`src/rtl/calc_key_conditioner.sv`:
```
// Calculator input front-end: synchronises the operand switches, synchronises and
// debounces the three active-low operator buttons, and emits one key event per press
// episode with a key code and the operand captured alongside it.
module calc_key_conditioner #(
  parameter int unsigned DB_CYCLES = 50000,
  parameter int unsigned CNT_W     = 16
) (
  input  logic       clk,
  input  logic       rst_n,
  input  logic       plus_raw_n,
  input  logic       minus_raw_n,
  input  logic       equal_raw_n,
  input  logic [7:0] sw_in,
  output logic       plus_n,
  output logic       minus_n,
  output logic       equal_n,
  output logic       key_pulse,
  output logic [1:0] key_code,
  output logic [7:0] operand
);

  // Button bit order: [0] plus, [1] minus, [2] equal.
  localparam int unsigned NumKeys = 3;
  localparam logic [CNT_W-1:0] CntLast = CNT_W'(DB_CYCLES - 1);

  typedef enum logic {StIdle, StHeld} state_e;

  logic [NumKeys-1:0]            btn_meta_q, btn_sync_q;
  logic [7:0]                    sw_meta_q, sw_sync_q;
  logic [NumKeys-1:0]            db_q, db_d;
  logic [NumKeys-1:0][CNT_W-1:0] cnt_q, cnt_d;
  state_e                        state_q, state_d;
  logic                          key_pulse_q, key_pulse_d;
  logic [1:0]                    key_code_q, key_code_d;
  logic [7:0]                    operand_q, operand_d;

  // Two-flop synchronisers; buttons idle high, switches idle low.
  always_ff @(posedge clk) begin
    if (!rst_n) begin
      btn_meta_q <= '1;
      btn_sync_q <= '1;
      sw_meta_q  <= '0;
      sw_sync_q  <= '0;
    end else begin
      btn_meta_q <= {equal_raw_n, minus_raw_n, plus_raw_n};
      btn_sync_q <= btn_meta_q;
      sw_meta_q  <= sw_in;
      sw_sync_q  <= sw_meta_q;
    end
  end

  // Per-key debounce: level follows the synced input only after DB_CYCLES stable cycles;
  // any return to the current level restarts the count.
  always_comb begin
    db_d  = db_q;
    cnt_d = cnt_q;
    for (int k = 0; k < NumKeys; k++) begin
      if (btn_sync_q[k] == db_q[k]) begin
        cnt_d[k] = '0;
      end else if (cnt_q[k] == CntLast) begin
        db_d[k]  = btn_sync_q[k];
        cnt_d[k] = '0;
      end else begin
        cnt_d[k] = cnt_q[k] + 1'b1;
      end
    end
  end

  // Debounce state registers.
  always_ff @(posedge clk) begin
    if (!rst_n) begin
      db_q  <= '1;
      cnt_q <= '0;
    end else begin
      db_q  <= db_d;
      cnt_q <= cnt_d;
    end
  end

  // Event FSM: one strobe on the first debounced press, then locked out until all keys
  // are released. Code and operand are loaded together with the strobe and held after.
  always_comb begin
    state_d     = state_q;
    key_pulse_d = 1'b0;
    key_code_d  = key_code_q;
    operand_d   = operand_q;
    unique case (state_q)
      StIdle: begin
        if (db_q != '1) begin
          key_pulse_d = 1'b1;
          operand_d   = sw_sync_q;
          state_d     = StHeld;
          // Plus beats minus beats equal; losers are dropped.
          if (!db_q[0]) begin
            key_code_d = 2'b01;
          end else if (!db_q[1]) begin
            key_code_d = 2'b10;
          end else begin
            key_code_d = 2'b11;
          end
        end
      end
      StHeld: begin
        if (db_q == '1) begin
          state_d = StIdle;
        end
      end
      default: state_d = StIdle;
    endcase
  end

  // FSM state and registered event outputs.
  always_ff @(posedge clk) begin
    if (!rst_n) begin
      state_q     <= StIdle;
      key_pulse_q <= 1'b0;
      key_code_q  <= 2'b00;
      operand_q   <= 8'h00;
    end else begin
      state_q     <= state_d;
      key_pulse_q <= key_pulse_d;
      key_code_q  <= key_code_d;
      operand_q   <= operand_d;
    end
  end

  assign plus_n    = db_q[0];
  assign minus_n   = db_q[1];
  assign equal_n   = db_q[2];
  assign key_pulse = key_pulse_q;
  assign key_code  = key_code_q;
  assign operand   = operand_q;

endmodule

```
`config.mk`:
```
export PLATFORM = sky130hd
export DESIGN_NAME = calc_key_conditioner
export DESIGN_NICKNAME = d
export VERILOG_FILES = /design/src/rtl/calc_key_conditioner.sv
export SDC_FILE = /design/constraint.sdc
export NUM_CORES = 1
export LEC_CHECK = 0
export BUFFER_PORTS_ARGS = -buffer_cell sky130_fd_sc_hd__buf_2
export CAP_MARGIN = 20
export CORE_MARGIN = 3
export CORE_UTILIZATION = 58
export DETAILED_ROUTE_END_ITERATION = 7
export GPL_TIMING_DRIVEN = 0
export HOLD_SLACK_MARGIN = 0.03
export PLACE_DENSITY = 0.81
export SKIP_LAST_GASP = 1
export SYNTH_ARGS = -nofsm -noshare
export SYNTH_HDL_FRONTEND = slang
export SYNTH_SLANG_ARGS = --single-unit
```
`constraint.sdc`:
```
create_clock -name clk -period 2.45 [get_ports clk]
set_clock_uncertainty 0.15 [all_clocks]
set_input_delay 0 -clock clk [delete_from_list [all_inputs] [get_ports clk]]
set_output_delay 0 -clock clk [all_outputs]
set_load 0.005 [all_outputs]
```
==> impl_metrics.yaml <==
run_status:
  outcome: "completed"
clock_tree:
  clock-sinks: 85
  cts_max_path_buffers: 2
  cts_tree: "built"
  h-tree-depth: 3
  cts_buffers: 9
  hold_buffers: 12
  ctsResizeCount: 0
  clk_latency_ns: 0.36
  cts_root_buffer: "clkbuf_8"
  cts_setup_buffers: 0
  clkTransAtPathRegs_ns: 0.09
worst_setup_path:
  worstSetupStartpoint: "cnt_q[16]$_SDFF_PP0_"
  rrSetupSlack_ns: 0.23
  start_kind: "flop"
  critical_path_required_ns: 2.53
  reg2reg_from: "cnt_q[16]$_SDFF_PP0_"
  crit_arrival_ns: 2.30
  cp-end-kind: "flop"
  r2r_end: "cnt_q[16]$_SDFF_PP0_"
  cp_max_fo: 10
  crit_type: "flop to flop"
  r2r_cells: 6
  critPathCapture: "cnt_q[16]$_SDFF_PP0_"
placed_design:
  portBuffers: 26
  place.gp.congestion: 0.815
  hpwl_mm: 4.08
  dp.cells: 446
grt:
  grt_overflow: 0
  grt_pass1_vias: 2273
  grt_pass1_wl_mm: 10.3
  track_usage: 0.199
  antenna_found_initial: 0
  grt_start_max_net_pins: 17
synthesis:
  synth_edf_count: 0
  synth_cell_types: 34
  ys_ff_latch: 85
  synthCells: 348
  synthesis.area_sq_um: 3360
  ys_warn_count: 0
  synthFlopType: "dfxtp_1"
  syn-num-nets: 364
  syn_area_per_cell_sq_um: 9.65
  async_flop_share: 0
  ys_seq_area_frac: 0.507
floorplanning:
  chipHeight_um: 82.1
  placementRows: 27
  die-area_sq_um: 6740
  ios: 27
  core_sq_um: 5540
  start_util: 0.606
  fp.dieW_um: 82.1
final_layout:
  fin_util: 0.700
  fill_cells: 429
  area_growth_pct: 15.5
  drive_gt1_frac: 0.174
  final_cell_count_no_fill: 474
  final_nets: 413
  num_antenna_cells: 0
sta:
  tightest_slew_ns: 0.466
  relSlewSlack: 0.690
  grt_setup_unrepaired: "no"
  period_minus_slack_ns: 2.22
  hold_viol_final: 0
  fin_crit_sh: 0.906
  finalMaxSlewViolations: 0
  setup-tns-final_ns: 0
  setup_viol: 0
  fmax_mhz: 451
detailed_routing:
  wirelength_mm: 5.96
  wl_per_cell_um: 12.6
  drtPass1Iterations: 4
  drtIter0Drc: 117
  antenna_left: 0
  vias: 2462
  drc: 0
  via_per_inst: 5.19
power:
  ir_worst_vdd_mv: 0.436
  p_leak_nw: 1.29
  power_density_nw_per_um2: 613
  p_total_mw: 2.38
flow_run:
  maxCapViolCount: 0
worst_hold_path:
  worstHoldPathType: "primary input to flop"
-- flip-flops by register name, indices dropped and copies added (netlist names) --
register    flops
key_code        2
btn_sync_q      3
sw_meta_q       8
cnt_q          48
state_q         1
operand         8
db_q            3
btn_meta_q      3
sw_sync_q       8
key_pulse       1
-- critical path, stage by stage, from the launching register on --
cell      delay (ns)
dfxtp_1         0.40
ha_1            0.20
nand3_1         0.25
nand4b_1        0.33
nand3_1         0.24
clkbuf_1        0.41
nor2_1          0.10
-- cell type report --
type	count	area, sq um	share of cell area
Timing Repair Buffer	38	250	0.0645
Tap cell	72	90.1	0.0232
Clock buffer	9	124	0.0319
Inverter	10	37.5	0.00967
Clock inverter	7	57.6	0.0148
Buffer	9	66.3	0.0171
Multi-Input combinational cell	244	1550	0.400
Sequential cell	85	1700	0.439
-- worst min-delay path by stage --
| stage | from | to | slack (ns) | depth (start not counted) |
|---|---|---|---|---|
| after CTS | plus_raw_n | btn_meta_q[0]$_SDFF_PN1_ | 0.20 | 3 |
| after detailed placement | plus_raw_n | btn_meta_q[0]$_SDFF_PN1_ | 0.04 | 2 |
| after global placement | plus_raw_n | btn_meta_q[0]$_SDFF_PN1_ | 0.04 | 2 |
| after global routing | plus_raw_n | btn_meta_q[0]$_SDFF_PN1_ | 0.20 | 3 |
| after floorplan | plus_raw_n | btn_meta_q[0]$_SDFF_PN1_ | -0.05 | 1 |
| final | plus_raw_n | btn_meta_q[0]$_SDFF_PN1_ | 0.21 | 3 |
-- Yosys cell counts (3+ instances only) --
master,count,area (sq um)
a21boi_0,9,67.6
and2_1,18,113
clkbuf_1,7,26.3
dfxtp_1,85,1700
ha_1,3,37.5
inv_1,10,37.5
mux2i_1,3,30.0
nand2_1,34,128
nand2b_1,7,43.8
nand3_1,16,80.1
nand4_1,9,56.3
nor2_1,33,124
nor2_2,20,125
nor3_1,11,55.1
nor4_1,13,81.3
or4_1,3,22.5
xnor2_1,35,307
xor2_1,9,78.8
-- routing by layer --
| layer | global-route usage | part of all wire |
|---|---|---|
| met4 | 0.0947 | 0.016 |
| met3 | 0.0499 | 0.031 |
| met5 | 0 | 0 |
| met2 | 0.325 | 0.50 |
| met1 | 0.246 | 0.45 |
-- through the flow --
stage	hold slack (ns)	cell area [sq um]	worst slack (ns)
6_report	0.209	3880	0.230
5_1_grt	0.204	3880	0.0231
4_1_cts	0.198	3880	0.224
3_5_place_dp	0.0434	3580	0.273
3_3_place_gp	0.0388	3580	0.298
2_1_floorplan	-0.0485	3360	0.483
-- logic make-up after synthesis --
logic type / Yosys count / synth area share
muxes: 3 / 0.00894
adders and majority gates: 3 / 0.0112
xor gates and xnor gates: 44 / 0.115
and+or+nand+nor: 181 / 0.299
AOI/OAI and AO/OA: 13 / 0.0287
DFF: 85 / 0.507
buffers and inverters: 19 / 0.0309
-- cell usage in the layout, fill, tap and decap left out, types with 12 or more instances in the layout --
cell type      count
nor2_2            20
and2_1            18
xnor2_1           35
nor2_1            33
dfxtp_1           85
nor4_1            13
dlygate4sd3_1     12
nand3_1           16
buf_2             26
nand2_1           34
-- power breakdown --
part	internal (mW)	total (mW)	leakage (nW)	switching (mW)
Clock	0.378	0.908	0.0824	0.530
Combinational	0.0366	0.0646	0.518	0.0280
Sequential	1.40	1.40	0.690	0.00581
Note: power is estimated with default switching activity, not from simulation.
